### src/rtl/serial_sub.sv
// serial_sub: bit-serial ripple subtractor {bout, a - b - bin}, LSB first, start/ready/done handshake
//   clk   : rising-edge clock
//   rst_n : asynchronous active-low reset
//   start : request, sampled only while ready
//   a, b  : minuend / subtrahend, captured on accepted start
//   bin   : borrow-in, captured on accepted start
//   ready : idle, start will be accepted
//   busy  : shifting operand bits
//   done  : one-cycle pulse, diff valid from this cycle on
//   diff  : {bout, difference}, held until the next completion
module serial_sub #(
  parameter int W = 4
) (
  input  logic         clk,
  input  logic         rst_n,
  input  logic         start,
  input  logic [W-1:0] a,
  input  logic [W-1:0] b,
  input  logic         bin,
  output logic         ready,
  output logic         busy,
  output logic         done,
  output logic [W:0]   diff
);
  localparam int CW = $clog2(W);
  typedef enum logic [1:0] {IDLE, SHIFT, DONE} state_t;
  state_t        state;
  logic [W-1:0]  a_sh, b_sh, res_sh;
  logic          brw, d;
  logic [CW-1:0] cnt;
  assign d     = a_sh[0] ^ b_sh[0] ^ brw;
  assign ready = state == IDLE;
  assign busy  = state == SHIFT;
  always_ff @(posedge clk or negedge rst_n) begin
    if (!rst_n) begin
      state  <= IDLE;
      a_sh   <= '0;
      b_sh   <= '0;
      res_sh <= '0;
      brw    <= 1'b0;
      cnt    <= '0;
      done   <= 1'b0;
      diff   <= '0;
    end else begin
      done <= 1'b0;
      case (state)
        IDLE: if (start) begin
          a_sh  <= a;
          b_sh  <= b;
          brw   <= bin;
          cnt   <= '0;
          state <= SHIFT;
        end
        SHIFT: begin
          brw    <= (~a_sh[0] & b_sh[0]) | (~(a_sh[0] ^ b_sh[0]) & brw);
          res_sh <= {d, res_sh[W-1:1]};
          a_sh   <= a_sh >> 1;
          b_sh   <= b_sh >> 1;
          cnt    <= cnt + CW'(1);
          if (cnt == CW'(W - 1)) state <= DONE;
        end
        DONE: begin
          diff  <= {brw, res_sh};
          done  <= 1'b1;
          state <= IDLE;
        end
        default: state <= IDLE;
      endcase
    end
  end
endmodule

### config.mk
export PLATFORM = sky130hd
export DESIGN_NAME = serial_sub
export DESIGN_NICKNAME = d
export VERILOG_FILES = /design/src/rtl/serial_sub.sv
export SDC_FILE = /design/constraint.sdc
export NUM_CORES = 1
export LEC_CHECK = 0
export ABC_AREA = 1
export CORE_MARGIN = 2
export CORE_UTILIZATION = 50
export DETAILED_ROUTE_END_ITERATION = 10
export GPL_ROUTABILITY_DRIVEN = 0
export PLACE_DENSITY = 0.77
export SLEW_MARGIN = 20
export SYNTH_ARGS = -nofsm -noshare
export SYNTH_HDL_FRONTEND = slang
export SYNTH_SLANG_ARGS = --single-unit
### constraint.sdc
create_clock -name clk -period 1.2 [get_ports clk]
set_input_delay 0.12 -clock clk [delete_from_list [all_inputs] [get_ports clk]]
set_output_delay 0.12 -clock clk [all_outputs]
set_load 0.1 [all_outputs]
; ---- Word-level counts from Yosys, hierarchy flattened
; Index checks and enable logic that the tools add are counted.
; Widths: inputs -> output; s select.
[totals]
regBits = 23
in_bits = 12
out_inout_bits = 8
[op_classes]
n_eq_ne = 5
add_sub_neg = 1
n_mux = 12
bitwise_logic = 7
n_reduce_logical = 4
[op_table]
columns = cell, count
row1 = $pmux 4 s2, 2
row2 = $mux 4, 2
row3 = $pmux 2 s2, 2
row4 = $mux 2, 3
row5 = $eq 2x2->1 const B, 2
row6 = $reduce_and 2->1, 2
row7 = $add 2x1->2 const B, 1
row8 = $and 1x1->1, 2
row9 = $eq 2x1->1 const B, 1
row10 = $logic_not 2->1, 1
row11 = $mux 1, 2
row12 = $ne 2x1->1 const B, 1
row13 = $ne 2x2->1 const B, 1
row14 = $not 1->1, 2
row15 = $pmux 1 s2, 1
row16 = $reduce_bool 2->1, 1
row17 = $xor 1x1->1, 2
row18 = $or 1x1->1, 1

; ---- Depth between registers and ports, before layout
[depth]
depth_word = 5
mapped_depth = 6
depth_no_buf = 6

; ---- Worst setup path after synthesis
; Ideal clock, no wire load.
[synth_path]
kind = register -> register
from = reg state[0]
to = reg a_sh[3]
slack_ns = -1.052
path_buffers = 1
path_stages_with_launch = 5
arrival_time_ns = 2.174
setup_ns = 0.077
path_cell_list = dfrtp_1 -> buf_6 -> nor2_1 -> nand3_1 -> o21ai_2
[synth_between]
elab_chain_cells = 3
[synth_rtl]
columns = element, line
row1 = "start, declared", 27  ; state_t state;
row2 = "start signal, assigned", 36  ; state <= IDLE;
row3 = "start signal, assigned", 52  ; state <= SHIFT;
row4 = "start signal, assigned", 60  ; if (cnt == CW'(W - 1)) state <= DONE;
row5 = $logic_not 2->1 (*), n/a
row6 = net ready, 20  ; output logic ready,
row7 = $ne 2x2->1 (no source line) or $reduce_bool 2->1 (tied branches), n/a
row8 = $reduce_and 2->1 (no source line), n/a
row9 = "end signal, assigned", 57  ; a_sh <= a_sh >> 1;
row10 = "end, declared", 28  ; logic [W-1:0] a_sh, b_sh, res_sh;
; Mark *: on every way through the listed nets, which the timed path passes. The rest lies on a longest branch.
; A chain may end at the register's enable or synchronous reset.

; ---- Final worst setup path
[layout_path]
from = reg state[1]
to = out busy
[layout_between]
elab_chain_cells = 1
[layout_rtl]
columns = element, line
row1 = $eq 2x1->1, 33  ; assign busy = state == SHIFT;
row2 = "end, declared", 21  ; output logic busy,
; No other way between the ends.

==> qor.txt <==
outcome -> complete, but fails checks
violated checks -> negative setup slack
# hold bufs at CTS -> 0
r2r setup slk -> 10 ps
total CTS buffers -> 3
initial antenna violation count -> 0
RSZ-0062 raised after global routing -> yes
chip width -> 50.1 um
gate count of the mapped netlist -> 122
Die Area -> 2510 um2
critical path cell sequence -> nor2_4 -> buf_12
most common library cells after synthesis -> 42 x nand2_1, 23 x dfrtp_1, 19 x inv_1
min-delay worst type -> in -> async
CP Buf/Inv Count -> 1
fill cell count -> 130
final hold vios -> 0
setup violators final -> 2
# diodes -> 0
vias in the first global route -> 936
adder-cell share of the synthesized area -> 0.0306
total number of vias -> 879
Synth area leader -> dfrtp_1
design area -> 1490 um2
pin count of the biggest net entering global routing -> 24
Worst R2R Start -> state[0]
Storage cell area -> 578 um2
ys async rst share -> 1.00
crit path DAT -> 1160 ps
Critical Path Slowest Stage Cell -> dfrtp_2
Worst slew margin -> 0.810
vias per inst -> 4.78
post-layout minimum cycle time -> 1280 ps
Clock Sinks -> 23
ANT nets after route -> 0
CTS tree -> done
routed wire length -> 2180 um
DP Worst Slack -> 18.8 ps
Worst-path clk slew -> 120 ps
final period utilization -> 1.07
Avg Inst Size Synth -> 8.72 um2
post-synthesis mux area share -> 0
Ys Warns -> 0
DRC -> 0
XOR/XNOR share of the synthesized area -> 0
Synth top area share -> 0.541
most frequent cell after synthesis -> nand2_1
Worst Tran Pin Value -> 285 ps
fin. max-slew vios -> 0
cell at the root of the clock tree -> clkbuf_4
clk_lat worst skew -> 310 ps
Clock Path Buffers -> 2
Compound-Gate Fraction of Synth Area -> 0.0741
Post-DP HPWL -> 1560 um
Placement Cell Area -> 1400 um2
#FFs+latches synth -> 23
reg2reg end -> b_sh[1]
initial core utilization -> 0.537
TNS Setup -> -141 ps
P&R area growth vs syn -> 40.1%
Die H -> 50.1 um
final hold slack -> 151 ps
CP endpoint kind -> primary output
Tot GR Track Use -> 0.200
wire per inst -> 11.9 um
required time worst endpoint -> 1080 ps
initial DRC count -> 4
fraction of layout cells with a size suffix above 1 -> 0.268
simple-gate share of the synthesized area -> 0.239
synthesized area -> 1060 um2
final net count -> 172
first-pass GRT wire length -> 3830 um
crit-path max FO -> 4
register area share after synthesis -> 0.541
Detailed Routing Iterations Pass 1 -> 3
setup ws final -> -78.6 ps
Primary FF master, synth -> dfrtp_1
Congestion Overflow GR -> 0
cells on worst reg2reg path -> 6
syn_nets -> 136
synth top area cells -> dfrtp_1 54%, nand2_1 15%, inv_1 6.7%
Synth cell types -> 17
multi-input gate area in the final layout -> 380 um2
Max Cap Viol -> 0
Setup Skew -> 4.17 ps
Top delay family on crit path -> flip-flops
Crit path largest cell delay -> 480 ps
largest family of logic cells by synthesized area -> simple AND/OR/NAND/NOR gates
Post-synth EDFFs -> 0
Core Rows -> 16
Max Freq -> 782 MHz
Top-Level Pins -> 20
CTS H-tree lvls -> 1
Setup Crit Path Kind -> reg -> out
Worst setup SP type -> flop
Port Buf Inserts -> 19
area of the core -> 1980 um2
final cells by class:
| type | instances | share of cell area |
|---|---|---|
| well taps | 27 | 0.0227 |
| multi-input cells | 73 | 0.255 |
| clock buffers | 4 | 0.0176 |
| flip-flops and latches | 23 | 0.388 |
| inverters | 23 | 0.0596 |
| repair buffers | 34 | 0.257 |
flip-flops by register name, indices dropped and copies added (netlist names):
signal / flops
diff: 5
a_sh: 4
b_sh: 4
res_sh: 4
state: 2
done: 1
cnt: 2
brw: 1
cell families after synthesis:
family | after synthesis
compound gates | 12
flops | 23
simple gates | 59
fa+ha+maj | 2
buf+inv | 26
per-stage QoR:
step,utilization,instances
after floorplan,-,122
after global placement,0.707,172
after detailed placement,0.707,172
after CTS,0.741,181
after global routing,0.752,184
final,0.752,184
worst max-delay path by stage:
stage          startpoint      end  slack (ps)  cells after the start
2_1_floorplan    state[0]   cnt[0]        -200                      5
3_3_place_gp     state[0]     busy          70                      3
3_5_place_dp     state[1]  b_sh[1]          20                      6
4_1_cts          state[1]    ready         -60                      2
5_1_grt          state[1]     busy        -100                      2
6_report         state[1]     busy         -80                      2
placed cells by master (no fill, tap or decap), drive strengths merged:
cell / synthesis / layout
a21oi: 2 / 2
fa: 1 / 1
buf: 2 / 23
o21ai: 10 / 10
nand2: 45 / 45
nor2: 4 / 4
clkbuf: 1 / 4
clkdlybuf4s50: 0 / 11
inv: 23 / 23
ha: 1 / 1
dfrtp: 23 / 23
nand3: 10 / 10
layer usage:
| layer | vias up | track usage | share of wire |
|---|---|---|---|
| met2 | 19 | 0.366 | 0.54 |
| met3 | 6 | 0.0303 | 0.032 |
| met4 | 0 | 0.0880 | 0.025 |
| met1 | 418 | 0.226 | 0.41 |
| met5 | - | 0 | 0 |
| li1 | 436 | - | - |
repair_timing:
| item | in CTS | in global routing |
|---|---|---|
| gates resized for setup | 2 | 0 |
| gates cloned | 0 | 0 |
| buffers inserted | 5 | 3 |
| endpoints found under the setup margin | 3 | 11 |
| pin swaps | 2 | 1 |
Power is left out: the tool's default activity adds up to more than one toggle a clock period on the data nets, which glitch-free logic cannot reach.
